### src/rtl/uart_rx_ctrl.sv
// uart_rx_ctrl: receive-path sequencer for a UART. Oversamples the serial line,
// qualifies the start bit with a 3-sample majority vote, and steers the 8-bit
// receive shift register through clear / bit-value / bit-index outputs.
// Optional parity phase: define UART_RX_PARITY_EN to insert a PARITY state
// (even parity) between the data bits and the stop bit.
module uart_rx_ctrl #(
  parameter int OSR   = 16,
  parameter int CNT_W = 6
) (
  input  logic       clk,
  input  logic       rst_n,
  input  logic       i_tick,
  input  logic       i_rx,
  output logic       o_shift_rst,
  output logic       o_catch_bit,
  output logic [3:0] o_catch_bit_cnt,
  output logic       o_rx_done,
  output logic       o_frame_err,
  output logic       o_parity_err,
  output logic       o_busy
);

  // Tick-counter landmarks within one bit period.
  localparam logic [CNT_W-1:0] TC_ZERO = {CNT_W{1'b0}};
  localparam logic [CNT_W-1:0] TC_ONE  = {{(CNT_W-1){1'b0}}, 1'b1};
  localparam logic [CNT_W-1:0] TC_SMP0 = CNT_W'(OSR / 2 - 1);
  localparam logic [CNT_W-1:0] TC_SMP1 = CNT_W'(OSR / 2);
  localparam logic [CNT_W-1:0] TC_SMP2 = CNT_W'(OSR / 2 + 1);
  localparam logic [CNT_W-1:0] TC_LAST = CNT_W'(OSR - 1);

  typedef enum logic [2:0] {
    IDLE   = 3'd0,
    START  = 3'd1,
    DATA   = 3'd2,
    PARITY = 3'd3,
    STOP   = 3'd4
  } state_e;

  // Majority of three samples: 1 when at least two inputs are 1.
  function automatic logic maj3(input logic a, input logic b, input logic c);
    return (a & b) | (a & c) | (b & c);
  endfunction

  logic             rx_meta_q;
  logic             rx_sync_q;
  state_e           state_q;
  logic [CNT_W-1:0] tc_q;
  logic [1:0]       smp_q;
  logic [2:0]       bit_idx_q;
  logic             shift_rst_q;
  logic             catch_bit_q;
  logic [3:0]       catch_cnt_q;
  logic             rx_done_q;
  logic             frame_err_q;
  logic             busy_q;
  logic             vote_s;
`ifdef UART_RX_PARITY_EN
  logic             par_acc_q;
  logic             par_err_pend_q;
  logic             parity_err_q;
`endif

  // The vote is only meaningful on the tick at the third sample point.
  assign vote_s = maj3(smp_q[0], smp_q[1], rx_sync_q);

  // Two-flop synchronizer for the asynchronous serial line (idles high).
  always_ff @(posedge clk or negedge rst_n) begin
    if (!rst_n) begin
      rx_meta_q <= 1'b1;
      rx_sync_q <= 1'b1;
    end else begin
      rx_meta_q <= i_rx;
      rx_sync_q <= rx_meta_q;
    end
  end

  // Frame sequencer: tick counter, sampling, state and all registered outputs.
  always_ff @(posedge clk or negedge rst_n) begin
    if (!rst_n) begin
      state_q     <= IDLE;
      tc_q        <= TC_ZERO;
      smp_q       <= 2'b11;
      bit_idx_q   <= 3'd0;
      shift_rst_q <= 1'b0;
      catch_bit_q <= 1'b0;
      catch_cnt_q <= 4'd8;
      rx_done_q   <= 1'b0;
      frame_err_q <= 1'b0;
      busy_q      <= 1'b0;
`ifdef UART_RX_PARITY_EN
      par_acc_q      <= 1'b0;
      par_err_pend_q <= 1'b0;
      parity_err_q   <= 1'b0;
`endif
    end else begin
      // Pulses are single-cycle unless re-asserted below.
      shift_rst_q <= 1'b0;
      rx_done_q   <= 1'b0;
      frame_err_q <= 1'b0;
`ifdef UART_RX_PARITY_EN
      parity_err_q <= 1'b0;
`endif
      if (i_tick) begin
        tc_q <= (tc_q == TC_LAST) ? TC_ZERO : tc_q + TC_ONE;
        if (tc_q == TC_SMP0) smp_q[0] <= rx_sync_q;
        if (tc_q == TC_SMP1) smp_q[1] <= rx_sync_q;
        case (state_q)
          IDLE: begin
            // The detecting tick is tc=0 of the start bit, so the next
            // tick is processed as tc=1 and mid-bit lands on tc=OSR/2.
            if (!rx_sync_q) begin
              state_q <= START;
              busy_q  <= 1'b1;
              tc_q    <= TC_ONE;
            end else begin
              tc_q <= TC_ZERO;
            end
          end
          START: begin
            if (tc_q == TC_SMP2) begin
              if (vote_s) begin
                state_q <= IDLE;
                busy_q  <= 1'b0;
                tc_q    <= TC_ZERO;
              end else begin
                shift_rst_q <= 1'b1;
              end
            end else if (tc_q == TC_LAST) begin
              state_q   <= DATA;
              bit_idx_q <= 3'd0;
`ifdef UART_RX_PARITY_EN
              par_acc_q <= 1'b0;
`endif
            end
          end
          DATA: begin
            if (tc_q == TC_SMP2) begin
              catch_bit_q <= vote_s;
              catch_cnt_q <= {1'b0, bit_idx_q};
`ifdef UART_RX_PARITY_EN
              par_acc_q   <= par_acc_q ^ vote_s;
`endif
            end else if (tc_q == TC_LAST) begin
              if (bit_idx_q == 3'd7) begin
                catch_cnt_q <= 4'd8;
`ifdef UART_RX_PARITY_EN
                state_q     <= PARITY;
`else
                state_q     <= STOP;
`endif
              end else begin
                bit_idx_q <= bit_idx_q + 3'd1;
              end
            end
          end
`ifdef UART_RX_PARITY_EN
          PARITY: begin
            // Even parity: received bit must equal XOR of the data bits.
            if (tc_q == TC_SMP2) begin
              par_err_pend_q <= vote_s ^ par_acc_q;
            end else if (tc_q == TC_LAST) begin
              state_q <= STOP;
            end
          end
`endif
          STOP: begin
            // Leave half a bit early so a back-to-back start edge is caught.
            if (tc_q == TC_SMP2) begin
              rx_done_q   <= vote_s;
              frame_err_q <= ~vote_s;
`ifdef UART_RX_PARITY_EN
              parity_err_q <= par_err_pend_q;
`endif
              state_q <= IDLE;
              busy_q  <= 1'b0;
              tc_q    <= TC_ZERO;
            end
          end
          default: begin
            state_q     <= IDLE;
            busy_q      <= 1'b0;
            tc_q        <= TC_ZERO;
            catch_cnt_q <= 4'd8;
          end
        endcase
      end
    end
  end

  assign o_shift_rst     = shift_rst_q;
  assign o_catch_bit     = catch_bit_q;
  assign o_catch_bit_cnt = catch_cnt_q;
  assign o_rx_done       = rx_done_q;
  assign o_frame_err     = frame_err_q;
  assign o_busy          = busy_q;
`ifdef UART_RX_PARITY_EN
  assign o_parity_err    = parity_err_q;
`else
  assign o_parity_err    = 1'b0;
`endif

endmodule
### config.mk
export PLATFORM = sky130hd
export DESIGN_NAME = uart_rx_ctrl
export DESIGN_NICKNAME = d
export VERILOG_FILES = /design/src/rtl/uart_rx_ctrl.sv
export SDC_FILE = /design/constraint.sdc
export NUM_CORES = 1
export LEC_CHECK = 0
export ABC_AREA = 1
export BUFFER_PORTS_ARGS = -buffer_cell sky130_fd_sc_hd__buf_4
export CAP_MARGIN = 25
export CORE_UTILIZATION = 35
export DETAILED_ROUTE_END_ITERATION = 7
export PLACE_DENSITY_LB_ADDON = 0.2
export SLEW_MARGIN = 10
export SYNTH_ARGS = -nofsm -noshare
export SYNTH_HDL_FRONTEND = slang
export SYNTH_SLANG_ARGS = --single-unit
### constraint.sdc
create_clock -name clk -period 2.88 [get_ports clk]
set_input_delay 0 -clock clk [delete_from_list [all_inputs] [get_ports clk]]
set_output_delay 0 -clock clk [all_outputs]
set_load 0.01 [all_outputs]
==> flow_summary.yaml <==
run_status:
  status: "completed"
sta:
  fmax_mhz: 612
  hold_violations: 0
  slew_violations: 0
  worst_slack_ns: 1.24
  whs_ns: 0.00361
  tns_ns: 0
  min_period_ns: 1.64
  rsz0062_at_grt: "no"
  min_period_over_period: 0.568
  setup-violations-final: 0
  fin_skew_ns: 0.00200
routing:
  antenna_left: 0
  dr.pass1.iters: 4
  drcViolationCount: 0
  via_per_inst: 4.66
  wl_per_cell_um: 11.4
  totalWireLength_mm: 2.70
  vias: 1100
  drt_iter0_drc: 52
layout:
  synthToLayoutAreaGrowth_pct: 14.8
  drive_above_1_share: 0.218
  n_fill_cell: 402
  register_area_um2: 632
  final_nets: 198
  diodes: 0
  finalInstanceArea_um2: 1600
  multiInputGateArea_um2: 658
clock_network:
  clkSinkCount: 25
  cts_buffers: 3
  ctsRootBufferMaster: "clkbuf_8"
  clk-insertion-delay-late_ns: 0.27
  post-cts-setup-buffer-count: 0
  tritoncts: "built"
  cts_hold_buf: 2
  htreeDepth: 1
  clk_pin_slew_ns: 0.09
  cts_resized: 0
  clk_path_buf_depth: 2
yosys:
  ys_seq_area_frac: 0.453
  syn-num-nets: 181
  avgSynthCellArea_um2: 8.10
  syn_inst: 172
  syn_area_um2: 1390
  ys_ff_latch: 25
  yosys_warnings: 0
  yosysUniqueCellTypes: 28
setup_path:
  crit_fanout: 7
  required_ns: 3.05
  start_kind: "flip-flop"
  cp-end-kind: "flip-flop"
  criticalPathCategory: "reg -> reg"
  crit_arrival_ns: 1.81
placed_design:
  io_buffers: 12
  gp_congestion: 0.798
  pre_cts_ws_ns: 1.28
  post_dp_cell_area_um2: 1530
  dp_hpwl_mm: 2.09
floorplanning:
  dieArea_um2: 4240
  io_pins: 14
  row_count: 22
  fp.coreArea_um2: 3740
  start_util: 0.372
  fp.dieH_um: 65.1
  die_w_um: 65.1
worst_hold_path:
  hp-class: "in -> reg"
global_routing:
  grt_max_degree: 26
  grt_usage: 0.154
  grt_pass1_vias: 1073
  grt_pass1_wl_mm: 4.95
  antenna_found_initial: 0
  grt_overflow: 0
job:
  cap_violations: 0
power:
  ir_worst_vdd_uv: 333
  p_leak_uw: 0.000792
  pwr_density_cell_nw_per_um2: 677
sequential cells by signal (all words and copies together), names as in the netlist, 2 cells and up:
name             count
tc_q                 6
o_catch_bit_cnt      4
bit_idx_q            3
state_q              3
smp_q                2
Yosys cell counts (all sizes together):
library cell	instances	share of area
o21a	1	0.0054
inv	22	0.059
dfstp	5	0.094
xor2	1	0.0063
nor3	2	0.015
o21ai	9	0.040
a21oi	7	0.025
dfrtp	20	0.36
buf	2	0.0090
nand3	11	0.047
nor4	2	0.0090
clkinv	1	0.0063
nor2	20	0.078
conb	1	0.0027
nand4	5	0.022
nand2	54	0.15
ha	5	0.045
nand3b	4	0.022
cells in the final DEF, fill, tap and decap left out, drive strengths merged:
master / n
nor4: 2
buf: 12
ha: 5
a21oi: 7
nand3: 11
nand3b: 4
o21a: 1
xor2: 1
conb: 1
dfrtp: 20
o21ai: 9
clkinv: 1
dfstp: 5
nor2: 20
clkbuf: 3
dlygate4sd3: 2
nor3: 2
inv: 22
clkinvlp: 1
nand4: 5
nand2: 54
power breakdown:
group          switching (uW)  total, uW  internal [uW]
clock                     118        216           98.2
combinational             247        389            141
sequential               61.5        479            418
total                     426       1080            657
layer usage:
layer  track usage  vias to the layer above  share of wire  wire, um
met5             0                        -              0         0
met4        0.0652                        0          0.019        51
met3        0.0260                        4          0.032        87
met2         0.237                       20           0.43      1170
met1         0.215                      497           0.52      1390
li1              -                      579              -         -
area by class of cell:
cell class / count / share of cell area
inverters: 23 / 0.0571
clock buffers: 3 / 0.0258
well taps: 48 / 0.0375
flip-flops and latches: 25 / 0.395
repair buffers: 14 / 0.0688
clock inverters: 1 / 0.00469
multi-input cells: 122 / 0.411
cells by family (layout without fill, tap and decap cells):
family	count (synthesis)	in the layout	share of synthesized area
fa+ha+maj	5	5	0.0449
compound gates	17	17	0.0709
flops	25	25	0.453
buf+inv	25	41	0.0745
other cells	1	1	0.00269
xor+xnor	1	1	0.00628
simple gates	98	98	0.347
path summary, 6_finish.rpt:
check,cells after the start,slack (ns),to,startpoint
min reg2reg,0,0.36,rx_sync_q,rx_meta_q
max reg2reg,9,1.24,tc_q[4],tc_q[1]
max,9,1.24,tc_q[4],tc_q[1]
max in group asynchronous,2,2.43,o_catch_bit_cnt[3],rst_n
min,2,0.004,tc_q[2],i_tick
min in group asynchronous,2,0.16,state_q[1],rst_n
stage by stage:
| stage | total power [uW] | util | std cells |
|---|---|---|---|
| 4_1_cts | 1090 | 0.427 | 236 |
| 5_1_grt | 1190 | 0.427 | 236 |
| 2_1_floorplan | 771 | - | 172 |
| 6_report | 1080 | 0.427 | 236 |
| 3_3_place_gp | 869 | 0.409 | 230 |
| 3_5_place_dp | 873 | 0.409 | 230 |
critical path, stage by stage (launching register included):
cell,delay (ns)
dfrtp_1,0.42
inv_1,0.11
ha_1,0.18
nand3_1,0.12
nor2_1,0.20
nand2_1,0.10
nand2_1,0.08
nand2_2,0.11
o21ai_1,0.17
inv_1,0.05
Note: power is estimated with default switching activity, not from simulation.
